[config.mk]
export PLATFORM = sky130hd
export DESIGN_NAME = spi_slave
export DESIGN_NICKNAME = d
export VERILOG_FILES = /design/src/rtl/spi_slave_pkg.sv /design/src/rtl/spi_slave_sync_edge.sv /design/src/rtl/spi_slave.sv
export SDC_FILE = /design/constraint.sdc
export NUM_CORES = 1
export LEC_CHECK = 0
export CAP_MARGIN = 20
export CORE_ASPECT_RATIO = 0.8
export CORE_MARGIN = 1.5
export CORE_UTILIZATION = 40
export CTS_CLUSTER_SIZE = 30
export DETAILED_ROUTE_END_ITERATION = 10
export GPL_ROUTABILITY_DRIVEN = 0
export SLEW_MARGIN = 20
export SYNTH_ARGS = -nofsm -noshare
export SYNTH_HDL_FRONTEND = slang
export SYNTH_HIERARCHICAL = 1
export SYNTH_SLANG_ARGS = --single-unit
[constraint.sdc]
create_clock -name clk -period 3.55 [get_ports clk]
set_input_delay 0.355 -clock clk [delete_from_list [all_inputs] [get_ports clk]]
set_output_delay 0.355 -clock clk [all_outputs]
set_load 0.03 [all_outputs]
[src/rtl/spi_slave_pkg.sv]
// Shared SPI definitions: FSM states, clock-mode constants, default word width, SCLK ratio.
// Latency: none (types, constants and a combinational helper only).
// Backpressure: not applicable.
package spi_slave_pkg;

    typedef enum logic {
        ST_IDLE   = 1'b0,
        ST_ACTIVE = 1'b1
    } spi_state_t;

    // SCLK idle level.
    localparam bit CPOL_IDLE_LOW     = 1'b0;
    localparam bit CPOL_IDLE_HIGH    = 1'b1;

    // Which SCLK edge samples MOSI.
    localparam bit CPHA_SAMPLE_LEAD  = 1'b0;
    localparam bit CPHA_SAMPLE_TRAIL = 1'b1;

    localparam int SPI_DATA_W        = 8;

    // The SPI master never runs SCLK faster than clk / SCLK_MIN_DIV.
    localparam int SCLK_MIN_DIV      = 8;

    // A leading edge leaves the idle level: rising for CPOL=0, falling for CPOL=1.
    function automatic logic leading_edge(input logic cpol, input logic rise, input logic fall);
        return cpol ? fall : rise;
    endfunction

endpackage

[src/rtl/spi_slave_sync_edge.sv]
// Two-flop synchronizer for an asynchronous pin, plus one-cycle rise/fall pulses.
// Latency: 2 clk to dout; edge pulses coincide with the new dout value.
// Backpressure: none, free-running.
module spi_slave_sync_edge #(
    parameter bit RST_VAL = 1'b0
) (
    input  logic clk,
    input  logic rst,
    input  logic din,
    output logic dout,
    output logic rise,
    output logic fall
);

    logic meta;
    logic sync;
    logic prev;

    // Metastability stage, synced value and its one-cycle-old copy for edge detection.
    always_ff @(posedge clk) begin
        if (rst) begin
            meta <= RST_VAL;
            sync <= RST_VAL;
            prev <= RST_VAL;
        end else begin
            meta <= din;
            sync <= meta;
            prev <= sync;
        end
    end

    assign dout = sync;
    assign rise = sync & ~prev;
    assign fall = ~sync & prev;

endmodule

[src/rtl/spi_slave.sv]
// SPI responder oversampling SCLK/CS_N/MOSI in the clk domain; one word in and one out per frame.
// Latency: pin edge to internal action 3 clk; CS fall to MISO valid 3 clk.
// Backpressure: none on RX (rx_valid pulse); TX is a one-word buffer, tx_ready while empty.
module spi_slave
    import spi_slave_pkg::*;
#(
    parameter int                DATA_W  = SPI_DATA_W,
    parameter bit                CPOL    = CPOL_IDLE_LOW,
    parameter bit                CPHA    = CPHA_SAMPLE_LEAD,
    parameter logic [DATA_W-1:0] TX_FILL = '1
) (
    input  logic              clk,
    input  logic              rst,
    input  logic              spi_sclk,
    input  logic              spi_cs_n,
    input  logic              spi_mosi,
    output logic              spi_miso,
    output logic              spi_miso_oe,
    input  logic [DATA_W-1:0] tx_data,
    input  logic              tx_valid,
    output logic              tx_ready,
    output logic [DATA_W-1:0] rx_data,
    output logic              rx_valid,
    output logic              tx_underrun,
    output logic              busy
);

    localparam int              CNT_W    = $clog2(DATA_W);
    localparam logic [CNT_W-1:0] LAST_BIT = CNT_W'(DATA_W - 1);

    spi_state_t        state;
    spi_state_t        state_nx;

    logic              sclk_rise;
    logic              sclk_fall;
    logic              cs_rise;
    logic              cs_fall;
    logic              mosi_s;
    logic              sclk_lvl_unused;
    logic              cs_lvl_unused;
    logic              mosi_rise_unused;
    logic              mosi_fall_unused;

    logic              lead_edge;
    logic              trail_edge;
    logic              sample_edge;
    logic              shift_edge;
    logic              start;
    logic              in_frame;
    logic              tx_load;
    logic              tx_capture;

    logic [CNT_W-1:0]  bit_cnt;
    logic [DATA_W-1:0] rx_shift;
    logic [DATA_W-1:0] tx_shift;
    logic [DATA_W-1:0] tx_buf;
    logic              tx_full;

    // SCLK resets to its idle level so no false edge appears on reset release.
    spi_slave_sync_edge #(.RST_VAL(CPOL)) u_sync_sclk (
        .clk  (clk),
        .rst  (rst),
        .din  (spi_sclk),
        .dout (sclk_lvl_unused),
        .rise (sclk_rise),
        .fall (sclk_fall)
    );

    // CS_N resets to 0: a CS held low through reset has to rise and fall again to start a frame.
    spi_slave_sync_edge #(.RST_VAL(1'b0)) u_sync_cs (
        .clk  (clk),
        .rst  (rst),
        .din  (spi_cs_n),
        .dout (cs_lvl_unused),
        .rise (cs_rise),
        .fall (cs_fall)
    );

    spi_slave_sync_edge #(.RST_VAL(1'b0)) u_sync_mosi (
        .clk  (clk),
        .rst  (rst),
        .din  (spi_mosi),
        .dout (mosi_s),
        .rise (mosi_rise_unused),
        .fall (mosi_fall_unused)
    );

    assign lead_edge   = leading_edge(CPOL, sclk_rise, sclk_fall);
    assign trail_edge  = leading_edge(~CPOL, sclk_rise, sclk_fall);
    assign sample_edge = CPHA ? trail_edge : lead_edge;
    assign shift_edge  = CPHA ? lead_edge : trail_edge;

    assign start       = (state == ST_IDLE) && cs_fall;
    // SCLK edges arriving in the same cycle as the CS rise belong to no word.
    assign in_frame    = (state == ST_ACTIVE) && !cs_rise;

    // A shift edge with bit_cnt==0 begins a new word; CPHA=0 also preloads at frame start
    // so the MSB is on MISO before the first sampling edge.
    assign tx_load     = (in_frame && shift_edge && (bit_cnt == '0)) || (!CPHA && start);
    assign tx_capture  = tx_valid && !tx_full;

    // Frame state register.
    always_ff @(posedge clk) begin
        if (rst) begin
            state <= ST_IDLE;
        end else begin
            state <= state_nx;
        end
    end

    // Frame starts only on a CS fall and ends on a CS rise.
    always_comb begin
        state_nx = state;
        case (state)
            ST_IDLE:   if (cs_fall) state_nx = ST_ACTIVE;
            ST_ACTIVE: if (cs_rise) state_nx = ST_IDLE;
            default:   state_nx = ST_IDLE;
        endcase
    end

    // Receive path: shift MOSI in on sample edges, publish each completed word.
    always_ff @(posedge clk) begin
        if (rst) begin
            bit_cnt  <= '0;
            rx_shift <= '0;
            rx_data  <= '0;
            rx_valid <= 1'b0;
        end else begin
            rx_valid <= 1'b0;
            if ((state == ST_ACTIVE) && cs_rise) begin
                bit_cnt <= '0;
            end else if (in_frame && sample_edge) begin
                rx_shift <= {rx_shift[DATA_W-2:0], mosi_s};
                if (bit_cnt == LAST_BIT) begin
                    rx_data  <= {rx_shift[DATA_W-2:0], mosi_s};
                    rx_valid <= 1'b1;
                    bit_cnt  <= '0;
                end else begin
                    bit_cnt <= bit_cnt + 1'b1;
                end
            end
        end
    end

    // Transmit path: load/shift tx_shift, and the one-word buffer fed by the ready/valid port.
    // A capture in the same cycle as a load is seen by the load as an empty buffer.
    always_ff @(posedge clk) begin
        if (rst) begin
            tx_shift    <= TX_FILL;
            tx_buf      <= '0;
            tx_full     <= 1'b0;
            tx_underrun <= 1'b0;
        end else begin
            tx_underrun <= 1'b0;
            if (tx_load) begin
                if (tx_full) begin
                    tx_shift <= tx_buf;
                end else begin
                    tx_shift    <= TX_FILL;
                    tx_underrun <= 1'b1;
                end
            end else if (start) begin
                tx_shift <= TX_FILL;
            end else if (in_frame && shift_edge) begin
                tx_shift <= {tx_shift[DATA_W-2:0], 1'b0};
            end

            if (tx_capture) begin
                tx_buf  <= tx_data;
                tx_full <= 1'b1;
            end else if (tx_load) begin
                tx_full <= 1'b0;
            end
        end
    end

    assign busy        = (state == ST_ACTIVE);
    assign spi_miso_oe = busy;
    assign spi_miso    = busy & tx_shift[DATA_W-1];
    assign tx_ready    = !tx_full;

endmodule

==> flow_summary.yaml, run 1 <==
power:
  power_density_nw_per_um2: 427
  pwr-share-comb_pct: 7.5
  seqPwrFrac_pct: 57.9
  switching_power_w: 0.000211
  power.leakage_nw: 0.784
  p_int_w: 0.000721
  p_clk_share_pct: 34.5
  switching_share_pct: 22.6
  peakVddDrop_v: 0.000206
global_route:
  grt_max_degree: 31
  grt_pass1_vias: 1343
  antenna_found_initial: 0
  gr-total-overflow: 0
  grt_pass1_wl_mm: 6.12
  track_usage_pct: 15.8
drt:
  via_per_inst: 5.09
  drtAntennaViolNets: 0
  drc_errors: 0
  firstDrtPassIters: 4
  dr_total_vias: 1452
  wire_per_inst_um: 12.5
  drt-initial-drc-count: 155
  routed_wirelength_mm: 3.55
critical_path:
  path_max_fanout: 14
  critical_path_class: "flip-flop to primary output"
  start_kind: "flip-flop"
  arrival_ns: 1.77
  r2r_cells: 3
  end_kind: "primary output"
  reg2reg_to: "tx_shift[0]"
  required_ns: 3.19
  timing.rr.start: "busy"
  ff2ff_setup_slack_ns: 1.69
sta:
  tns_ns: 0
  fin_crit_sh_pct: 59.7
  timing.clock.skew_ns: 0.00428
  rsz0062_at_grt: "no"
  fmax_ghz: 0.471
  relSlewSlack_pct: 60.3
  slew_viol_final: 0
  setup_viol: 0
  worstMarginPinSlew_ns: 0.595
  hold_viol: 0
  whs_ns: 0.440
  finalCriticalPeriod_ns: 2.12
job:
  max_cap_viol_count: 0
finish:
  fin_util_pct: 51.3
  final_nets: 244
  fin_cells: 285
  layout-drive-gt1-share_pct: 4.82
  area_growth_pct: 20.7
  diodes: 0
yosys:
  syn-instance-count: 206
  syn-cell-area_sq_um: 1810
  ys_warn_count: 6
  avgSynthCellArea_sq_um: 8.78
  synthesis.nets: 223
place:
  place_inst: 276
  port_buffers: 27
  dp_hpwl_mm: 2.49
min_path:
  worstHoldStart: "u_sync_cs/meta"
  hp-class: "flip-flop to flip-flop"
  whs_path_depth: 1
  holdPathEnd: "u_sync_cs/dout"
floorplan:
  pin_count: 28
  die_x_um: 78.2
  core_sq_um: 4260
  die_h_um: 63.1
  die-area_sq_um: 4930
  rows: 21
  start_util_pct: 42.5
clock_network:
  clock_latency_ns: 0.29
  cts-hold-fix-buffers: 0
  numCtsBuffers: 5
  clock_sinks: 46
  clkTransAtPathRegs_ns: 0.08
  post_cts_resized: 0
  cts_tree: "yes"
  cts-root-buf: "clkbuf_8"
  cts_buffer_depth: 2
  h-tree-depth: 2
  post_cts_buffers: 0
outcome:
  status: "finished, final reports clean"
flip-flops by register name, indices dropped and copies added (netlist names), 3 cells and up:
register  flops
rx_data       8
tx_buf        8
tx_shift      8
rx_shift      7
bit_cnt       3
routing by layer:
metal  vias up  global-route usage, %  share of wire [%]
met1       663                   22.5                 53
met5         -                      0                  0
met2        35                   22.1                 41
met3         5                   4.35                4.1
li1        749                      -                  -
met4         0                   7.14                1.4
area by class of cell:
cell class | instances | area [sq um]
sequential | 46 | 921
fill | 407 | 2070
clock buffer | 7 | 86.3
timing repair buffer | 29 | 293
inverter | 3 | 11.3
clock inverter | 1 | 5.00
multi-input combinational | 142 | 795
tap | 57 | 71.3
power by group through the flow:
stage / clock network, W / logic (W) / registers (W)
2_1_floorplan: 0 / 0.0000438 / 0.000549
3_5_place_dp: 0 / 0.0000689 / 0.000552
3_3_place_gp: 0 / 0.0000672 / 0.000551
6_report: 0.000322 / 0.0000703 / 0.000539
4_1_cts: 0.000333 / 0.0000690 / 0.000539
5_1_grt: 0.000354 / 0.0000783 / 0.000541
critical path, cell delays in order (launching register included):
cell and delay, ns:
dfxtp_1 0.63, and2_1 0.19, clkdlybuf4s50_1 0.66
stage by stage:
step           setup WS (ns)  cell area [sq um]  power, W
6_report                1.43               2180  0.000931
2_1_floorplan           2.07               1810  0.000593
3_5_place_dp            1.43               2080  0.000620
3_3_place_gp            1.50               2080  0.000618
4_1_cts                 1.42               2170  0.000941
5_1_grt                 1.33               2180  0.000973
worst max-delay path by stage:
stage	from	to	slack, ns	cells after the start
2_1_floorplan	busy	spi_miso	2.07	2
3_3_place_gp	rst	u_sync_sclk/meta	1.50	3
3_5_place_dp	rst	rx_shift[1]	1.43	3
4_1_cts	busy	spi_miso	1.42	2
5_1_grt	busy	spi_miso	1.33	2
6_report	busy	spi_miso	1.43	2
placed cells by master (no fill, tap or decap):
cell / n
nand2_1: 46
dfxtp_1: 46
clkdlybuf4s50_1: 27
a21oi_1: 24
nor2b_1: 15
a211oi_1: 9
nor3_1: 7
a31oi_1: 7
o31ai_1: 7
clkbuf_8: 6
nor2_1: 5
nand2b_1: 4
a22oi_1: 3
ha_1: 3
inv_1: 2
o21ai_0: 2
and2_1: 1
clkinv_1: 1
and3b_1: 1
nand3b_1: 1
nand3b_4: 1
and2_4: 1
and4b_1: 1
nand4b_1: 1
nor3b_1: 1
o211ai_1: 1
a221o_1: 1
clkbuf_1: 1
clkinv_2: 1
buf_8: 1
buf_4: 1
Power figures use the tool's default switching activity.
==> run 2, diff against run 1 <==
==> constraint.sdc (replaced) <==
create_clock -name clk -period 1.8 [get_ports clk]
set_input_delay 0.18 -clock clk [delete_from_list [all_inputs] [get_ports clk]]
set_output_delay 0.18 -clock clk [all_outputs]
set_load 0.03 [all_outputs]
==> run 2 against run 1 <==
Net effect:
- via count shrank 0.34%
- global-route usage rose by 0.48 points
- die area unchanged
- critical path type unchanged
- critical endpoint unchanged
- largest power group unchanged
==> flow_summary.yaml, run 2 (synthesized netlist as in run 1, its figures left out) <==
critical_path:
  end_kind: "primary output"
  cp_top_family: "buffers and inverters"
  critPathBufInv: 1
  required_ns: 1.62
  critical_path.slowest_cell: "clkdlybuf4s50_1"
  crit_chain: "and2_1, clkdlybuf4s50_1"
  path_max_fanout: 5
  critical_path_class: "flip-flop to primary output"
  start_kind: "flip-flop"
  arrival_ns: 1.50
  max_stage_delay_ns: 0.66
power:
  pwr-share-comb_pct: 7.9
  peakVddDrop_v: 0.000408
  switching_share_pct: 22.4
  switching_power_w: 0.000412
  power.leakage_nw: 0.818
  p_clk_share_pct: 34.2
  power_density_nw_per_um2: 833
  p_int_w: 0.00142
  seqPwrFrac_pct: 57.9
sta:
  fin_crit_sh_pct: 93.2
  setup_viol: 0
  relSlewSlack_pct: 63.9
  fmax_ghz: 0.596
  slew_viol_final: 0
  rsz0062_at_grt: "no"
  worstMarginPinSlew_ns: 0.540
  hold_viol: 0
  finalCriticalPeriod_ns: 1.68
  timing.clock.skew_ns: 0.00929
  tns_ns: 0
floorplan:
  die_x_um: 78.2
  rows: 21
  die-area_sq_um: 4930
  start_util_pct: 42.5
  die_h_um: 63.1
  pin_count: 28
  core_sq_um: 4260
job:
  max_cap_viol_count: 0
global_route:
  grt_max_degree: 33
  gr-total-overflow: 0
  track_usage_pct: 16.3
  antenna_found_initial: 0
  grt_pass1_vias: 1373
  grt_pass1_wl_mm: 6.21
clock_network:
  cts-hold-fix-buffers: 0
  h-tree-depth: 2
  post_cts_resized: 0
  cts_tree: "yes"
  clock_latency_ns: 0.29
  cts_buffer_depth: 2
  cts-root-buf: "clkbuf_8"
  clkTransAtPathRegs_ns: 0.08
  numCtsBuffers: 5
  post_cts_buffers: 0
  clock_sinks: 46
finish:
  final_nets: 247
  top_regs: "rx_data x8, tx_buf x8, tx_shift x8"
  final_cell_mix: "46 x nand2_1, 46 x dfxtp_1, 25 x clkdlybuf4s50_1"
  fin_util_pct: 51.7
  area_growth_pct: 21.8
  layout-drive-gt1-share_pct: 6.06
  regArea_sq_um: 921
  diodes: 0
  layout.cell_area.non_filler_sq_um: 2200
  multi_input_area_sq_um: 795
  final.fill_count: 419
  fin_cells: 288
outcome:
  status: "finished, final reports clean"
place:
  dp_hpwl_mm: 2.63
  placed_cell_area_sq_um: 2110
  place_inst: 280
  port_buffers: 27
drt:
  drt-initial-drc-count: 106
  via_per_inst: 5.02
  firstDrtPassIters: 4
  dr_total_vias: 1447
  drc_errors: 0
  drtAntennaViolNets: 0
  wire_per_inst_um: 12.7
  routed_wirelength_mm: 3.65
min_path:
  hp-class: "input port to flip-flop"
## run 2: cell type report
cell class | count | area share, %
flip-flops and latches | 46 | 41.8
repair buffers | 32 | 14.2
well taps | 57 | 3.24
inverters | 3 | 0.511
clock buffers | 7 | 3.92
clock inverters | 1 | 0.227
multi-input cells | 142 | 36.1
## run 2: through the flow
step                worst slack [ns]  total power [W]  hold slack, ns
detailed placement             0.252          0.00123           0.426
global placement               0.266          0.00123           0.427
floorplan                      0.337          0.00117           0.252
global route                  0.0576          0.00192           0.443
finish                         0.123          0.00183           0.439
CTS                          0.00779          0.00186           0.429
## run 2: per-layer routing
metal  up-vias  track usage (%)  share of wire [%]
li1        752                -                  -
met1       642             22.4                 50
met2        44             23.5                 43
met3         9             4.49                5.5
met4         0             7.81                2.1
met5         -                0                  0
## run 2: power groups by stage
| stage | registers [W] | logic [W] | clock network [W] |
|---|---|---|---|
| after floorplan | 0.00108 | 0.0000863 | 0 |
| after global routing | 0.00107 | 0.000160 | 0.000694 |
| after CTS | 0.00106 | 0.000146 | 0.000652 |
| after detailed placement | 0.00109 | 0.000145 | 0 |
| final | 0.00106 | 0.000145 | 0.000628 |
| after global placement | 0.00108 | 0.000141 | 0 |
## run 2: final timing paths
kind	start	to	slack, ns	cells after the start
worst max-delay path	busy	spi_miso	0.12	2
worst min-delay path	tx_data[2]	tx_buf[2]	0.44	3
worst max register to register	u_sync_cs/prev	tx_shift[1]	0.21	5
worst min register to register	u_sync_mosi/meta	u_sync_mosi/dout	0.44	1
## run 2: tightest hold or removal path, stage by stage
cell and delay, ns:
clkdlybuf4s50_1 0.39, nand2_1 0.05, a21oi_1 0.05
